`config.mk`:
```
export PLATFORM = sky130hd
export DESIGN_NAME = noc_pe_injector
export DESIGN_NICKNAME = d
export VERILOG_FILES = /design/src/rtl/noc_pe_injector.sv
export SDC_FILE = /design/constraint.sdc
export NUM_CORES = 1
export LEC_CHECK = 0
export CORE_MARGIN = 2
export CORE_UTILIZATION = 40
export DETAILED_ROUTE_END_ITERATION = 10
export GPL_ROUTABILITY_DRIVEN = 0
export PLACE_DENSITY = 0.74
export SYNTH_ARGS = -nofsm -noshare
export SYNTH_HDL_FRONTEND = slang
export SYNTH_SLANG_ARGS = --single-unit
```
`constraint.sdc`:
```
create_clock -name clock -period 6 [get_ports clock]
set_input_delay 0.9 -clock clock [delete_from_list [all_inputs] [get_ports clock]]
set_output_delay 0.9 -clock clock [all_outputs]
set_load 0.01 [all_outputs]
```
`src/rtl/noc_pe_injector.sv`:
```
// Mesh NoC processing-element interface: injects sequence-numbered flits toward a
// configured destination and checks the destination and per-source order of received flits.
`timescale 1ns/1ps
module noc_pe_injector #(
    parameter int N_NODES = 4,
    parameter int NODE_ID = 0,
    parameter int DATA_W  = 8,
    parameter int CNT_W   = 8,
    parameter int GAP     = 0,
    localparam int ADDR_W = (N_NODES > 1) ? $clog2(N_NODES) : 1,
    localparam int FLIT_W = 2 * ADDR_W + DATA_W
) (
    input  logic              clock,
    input  logic              reset,
    input  logic              cfg_valid,
    input  logic [ADDR_W-1:0] cfg_dest,
    input  logic [CNT_W-1:0]  cfg_count,
    output logic              cfg_ready,
    output logic              cfg_err,
    input  logic              block_all_paths,
    output logic [FLIT_W-1:0] tx_flit,
    output logic              tx_valid,
    input  logic              tx_ready,
    output logic              done,
    input  logic [FLIT_W-1:0] rx_flit,
    input  logic              rx_valid,
    output logic [DATA_W-1:0] rx_data,
    output logic [CNT_W-1:0]  rx_count,
    output logic              rx_err
);

    localparam logic [ADDR_W-1:0] MY_ADDR = ADDR_W'(NODE_ID);
    localparam int GAP_W = (GAP > 1) ? $clog2(GAP) : 1;

    typedef enum logic [1:0] {S_IDLE, S_SEND, S_GAP, S_DONE} state_t;

    state_t             state_reg, state_next;
    logic [ADDR_W-1:0]  dest_reg;
    logic [DATA_W-1:0]  seq_reg;
    logic [CNT_W-1:0]   remaining_reg;
    logic [GAP_W-1:0]   gap_cnt_reg;
    logic               cfg_err_reg;

    logic cfg_bad, cfg_take, xfer, last_flit, gap_end;

    assign cfg_bad   = (cfg_dest == MY_ADDR) || (32'(cfg_dest) >= N_NODES);
    assign cfg_take  = (state_reg == S_IDLE) && cfg_valid && !cfg_bad;
    assign xfer      = (state_reg == S_SEND) && tx_ready && !block_all_paths;
    assign last_flit = (remaining_reg == CNT_W'(1));
    assign gap_end   = (gap_cnt_reg == GAP_W'(GAP - 1));

    always_ff @(posedge clock or posedge reset) begin
        if (reset) begin
            state_reg <= S_IDLE;
        end else begin
            state_reg <= state_next;
        end
    end

    always_comb begin
        state_next = state_reg;
        case (state_reg)
            S_IDLE: begin
                if (cfg_take) begin
                    state_next = (cfg_count == '0) ? S_DONE : S_SEND;
                end
            end
            S_SEND: begin
                if (xfer) begin
                    if (last_flit) begin
                        state_next = S_DONE;
                    end else if (GAP == 0) begin
                        state_next = S_SEND;
                    end else begin
                        state_next = S_GAP;
                    end
                end
            end
            S_GAP: begin
                if (gap_end) begin
                    state_next = S_SEND;
                end
            end
            S_DONE: state_next = S_IDLE;
            default: state_next = S_IDLE;
        endcase
    end

    // Flit is only driven while a send is active so the port reads zero when idle.
    always_comb begin
        cfg_ready = (state_reg == S_IDLE);
        tx_valid  = (state_reg == S_SEND) && !block_all_paths;
        done      = (state_reg == S_DONE);
        tx_flit   = '0;
        if (state_reg == S_SEND) begin
            tx_flit = {MY_ADDR, dest_reg, seq_reg};
        end
    end

    always_ff @(posedge clock or posedge reset) begin
        if (reset) begin
            dest_reg      <= '0;
            seq_reg       <= '0;
            remaining_reg <= '0;
            gap_cnt_reg   <= '0;
            cfg_err_reg   <= 1'b0;
        end else begin
            cfg_err_reg <= (state_reg == S_IDLE) && cfg_valid && cfg_bad;
            if (cfg_take) begin
                dest_reg      <= cfg_dest;
                remaining_reg <= cfg_count;
                seq_reg       <= '0;
            end
            if (xfer) begin
                seq_reg       <= seq_reg + DATA_W'(1);
                remaining_reg <= remaining_reg - CNT_W'(1);
            end
            if (state_reg == S_GAP) begin
                gap_cnt_reg <= gap_end ? '0 : gap_cnt_reg + GAP_W'(1);
            end
        end
    end

    assign cfg_err = cfg_err_reg;

    // Receive path: field extraction and per-source expected sequence table.
    logic [ADDR_W-1:0]          rx_src, rx_dst;
    logic [DATA_W-1:0]          rx_payload, expect_sel;
    logic                       rx_dst_ok;
    logic [N_NODES*DATA_W-1:0]  expect_flat;
    logic [DATA_W-1:0]          rx_data_reg;
    logic [CNT_W-1:0]           rx_count_reg;
    logic                       rx_err_reg;

    assign rx_src     = rx_flit[FLIT_W-1 -: ADDR_W];
    assign rx_dst     = rx_flit[DATA_W +: ADDR_W];
    assign rx_payload = rx_flit[DATA_W-1:0];
    assign rx_dst_ok  = (rx_dst == MY_ADDR);

    generate
        for (genvar gi = 0; gi < N_NODES; gi++) begin : g_expect
            logic [DATA_W-1:0] expect_reg;
            always_ff @(posedge clock or posedge reset) begin
                if (reset) begin
                    expect_reg <= '0;
                end else if (rx_valid && rx_dst_ok && (rx_src == ADDR_W'(gi))) begin
                    expect_reg <= rx_payload + DATA_W'(1);
                end
            end
            assign expect_flat[gi*DATA_W +: DATA_W] = expect_reg;
        end
    endgenerate

    always_comb begin
        expect_sel = '0;
        for (int i = 0; i < N_NODES; i++) begin
            if (rx_src == ADDR_W'(i)) begin
                expect_sel = expect_flat[i*DATA_W +: DATA_W];
            end
        end
    end

    // Misaddressed flits only raise the error; in-order and out-of-order flits are both counted.
    always_ff @(posedge clock or posedge reset) begin
        if (reset) begin
            rx_data_reg  <= '0;
            rx_count_reg <= '0;
            rx_err_reg   <= 1'b0;
        end else if (rx_valid) begin
            if (!rx_dst_ok) begin
                rx_err_reg <= 1'b1;
            end else begin
                if (rx_payload != expect_sel) begin
                    rx_err_reg <= 1'b1;
                end
                rx_data_reg <= rx_payload;
                if (rx_count_reg != '1) begin
                    rx_count_reg <= rx_count_reg + CNT_W'(1);
                end
            end
        end
    end

    assign rx_data  = rx_data_reg;
    assign rx_count = rx_count_reg;
    assign rx_err   = rx_err_reg;

endmodule

```
==> results.sh <==
export IMPL_utilization_pct=50.8
export IMPL_p_per_area_nw_per_um2=372
export IMPL_grt_pass1_vias=2660
export IMPL_fin_nets=433
export IMPL_p_int_w=0.00113
export IMPL_grt_usage_pct=16.0
export IMPL_coreArea_um2=8640
export IMPL_setup_viol=0
export IMPL_hold_buffers=0
export IMPL_fmax_mhz=344
export IMPL_hold_class="register to register"
export IMPL_gr_total_overflow=0
export IMPL_seqPwrFrac_pct=43.1
export IMPL_clock_sinks=71
export IMPL_finalSetupTns_ns=0
export IMPL_antenna_found_initial=0
export IMPL_async_flop_share_pct=100
export IMPL_crit_fanout=3
export IMPL_grt_pass1_wl_um=12400
export IMPL_cts_buffers=9
export IMPL_synth_top_area_share_pct=50.5
export IMPL_maxCapViolations=0
export IMPL_synthCells=346
export IMPL_fin_cells=513
export IMPL_ys_seq_elements=71
export IMPL_power_frac_clock_pct=27.8
export IMPL_die_h_um=97.8
export IMPL_p_leak_nw=1.90
export IMPL_die_area_um2=9560
export IMPL_synth_edf_count=0
export IMPL_cts_resized=0
export IMPL_largest_register_ff_count=32
export IMPL_worstPathRequired_ns=5.10
export IMPL_min_period_ns=2.91
export IMPL_post_dp_hpwl_um=5100
export IMPL_period_share_pct=48.5
export IMPL_routedWlPerCell_um=14.1
export IMPL_relSlewSlack_pct=41.6
export IMPL_dp_cells=497
export IMPL_n_fill_cell=798
export IMPL_drtPass1Iterations=4
export IMPL_drc=0
export IMPL_hold_violations=0
export IMPL_combPwrFrac_pct=29.1
export IMPL_ys_warn_count=0
export IMPL_p_sw_w=0.000500
export IMPL_synth_ff_type="dfrtp_1"
export IMPL_worstSetupPathType="primary input to primary output"
export IMPL_initial_core_util_pct=40.7
export IMPL_vias_per_cell=5.26
export IMPL_arrival_ns=2.01
export IMPL_num_rows=34
export IMPL_synthDistinctLibCells=48
export IMPL_io_pins=61
export IMPL_drt_iter0_drc=98
export IMPL_power_total_w=0.00163
export IMPL_clk_pin_slew_ns=0.07
export IMPL_rsz0062_at_grt="no"
export IMPL_port_buffers=58
export IMPL_yosys_area_top_type="dfrtp_1"
export IMPL_post_cts_buffers=0
export IMPL_cts_tree="done"
export IMPL_diodes=0
export IMPL_swShare_pct=30.7
export IMPL_crit_path_start_kind="primary input"
export IMPL_ys_seq_area_share_pct=50.5
export IMPL_drt_total_wl_um=7260
export IMPL_clk_insertion_delay_late_ns=0.35
export IMPL_finClkSkew_ns=0.0114
export IMPL_maxSlewViolCount=0
export IMPL_cts_buffer_depth=2
export IMPL_htreeDepth=3
export IMPL_die_w_um=97.8
export IMPL_tightestPinTransition_ns=0.871
export IMPL_ir_worst_vdd_mv=0.199
export IMPL_netlist_area_um2=3520
export IMPL_grt_max_degree=72
export IMPL_ant_nets=0
export IMPL_critPathCaptureType="primary output"
export IMPL_avgSynthCellArea_um2=10.2
export IMPL_synthTopCellsByArea="dfrtp_1 51%, nand2_1 6.7%, xnor2_1 3.2%"
export IMPL_cts_root_buffer="clkbuf_8"
export IMPL_drive_gt1_share_pct=8.40
export IMPL_syn_to_final_growth_pct=24.8
export IMPL_vias=2698
export IMPL_outcome="finished clean"
## cell families after synthesis
kind of cell	Yosys count	share of synthesized area, %
compound gates	58	10.2
other cells	1	0.107
mux	20	7.76
xor+xnor	24	5.98
flops	71	50.5
simple gates	142	20.1
buf+inv	25	3.49
fa+ha+maj	5	1.78
## worst paths after layout
check	start	endpoint	slack, ns	cells past startpoint
min in group asynchronous	reset	rx_err	1.14	3
max reg2reg	state_reg[1]	remaining_reg[1]	3.92	4
min reg2reg	dest_reg[0]	dest_reg[0]	0.48	2
max in group asynchronous	reset	g_expect[3].expect_reg[3]	4.29	3
min	dest_reg[0]	dest_reg[0]	0.48	2
max	block_all_paths	tx_valid	3.09	3
## area by class of cell
type | instances | area (µm²) | share of cell area (%)
Tap cell | 108 | 135 | 3.08
Clock inverter | 6 | 109 | 2.48
Sequential cell | 71 | 1780 | 40.5
Multi-Input combinational cell | 251 | 1620 | 37.0
Clock buffer | 10 | 128 | 2.91
Timing Repair Buffer | 59 | 588 | 13.4
Inverter | 8 | 30.0 | 0.684
## through the flow
stage,setup slack (ns),hold WS (ns),cell area (µm²)
2_1_floorplan,3.30,0.437,3520
3_3_place_gp,2.84,0.457,4150
3_5_place_dp,2.79,0.467,4150
4_1_cts,3.08,0.485,4390
5_1_grt,3.00,0.512,4390
6_report,3.09,0.476,4390
## power groups by stage
| stage | clock network, W | registers [W] | logic, W |
|---|---|---|---|
| finish | 0.000453 | 0.000703 | 0.000474 |
| global route | 0.000488 | 0.000723 | 0.000525 |
| CTS | 0.000465 | 0.000702 | 0.000480 |
| detailed placement | 0 | 0.000710 | 0.000478 |
| global placement | 0 | 0.000706 | 0.000465 |
| floorplan | 0 | 0.000696 | 0.000294 |
## layer usage
metal / part of all wire [%] / global-route usage [%] / vias up / routed length [µm]
met4: 1.0 / 5.77 / 0 / 73
met1: 47 / 20.8 / 1306 / 3380
met5: 0 / 0 / - / 0
li1: - / - / 1311 / -
met2: 47 / 25.0 / 74 / 3430
met3: 5.1 / 5.44 / 7 / 371
## cells in the mapped netlist (8+ instances only)
| cell type | number |
|---|---|
| dfrtp_1 | 71 |
| nand3_1 | 13 |
| xor2_1 | 11 |
| mux2i_1 | 10 |
| inv_1 | 8 |
| o21ai_1 | 8 |
| nor2_1 | 24 |
| and2_1 | 11 |
| a21oi_1 | 12 |
| buf_2 | 8 |
| o21ai_0 | 17 |
| nand2_1 | 63 |
| xnor2_1 | 13 |
## cell usage in the layout, fill, tap and decap left out, drive strengths merged, types with 7 or more instances in the layout
cell,Yosys,layout
xor2,11,11
nand3,13,13
dfrtp,71,71
inv,8,8
and2,11,11
clkdlybuf4s50,0,58
nor2,25,25
mux2i,10,10
o21ai,25,25
a21oi,12,12
clkbuf,5,10
nand4,7,7
nand2,63,63
xnor2,13,13
## worst max-delay path: stages
cell and delay [ns]:
clkdlybuf4s50_1 0.44, nor2b_1 0.12, clkdlybuf4s50_1 0.54
Note: power is estimated with default switching activity, not from simulation.
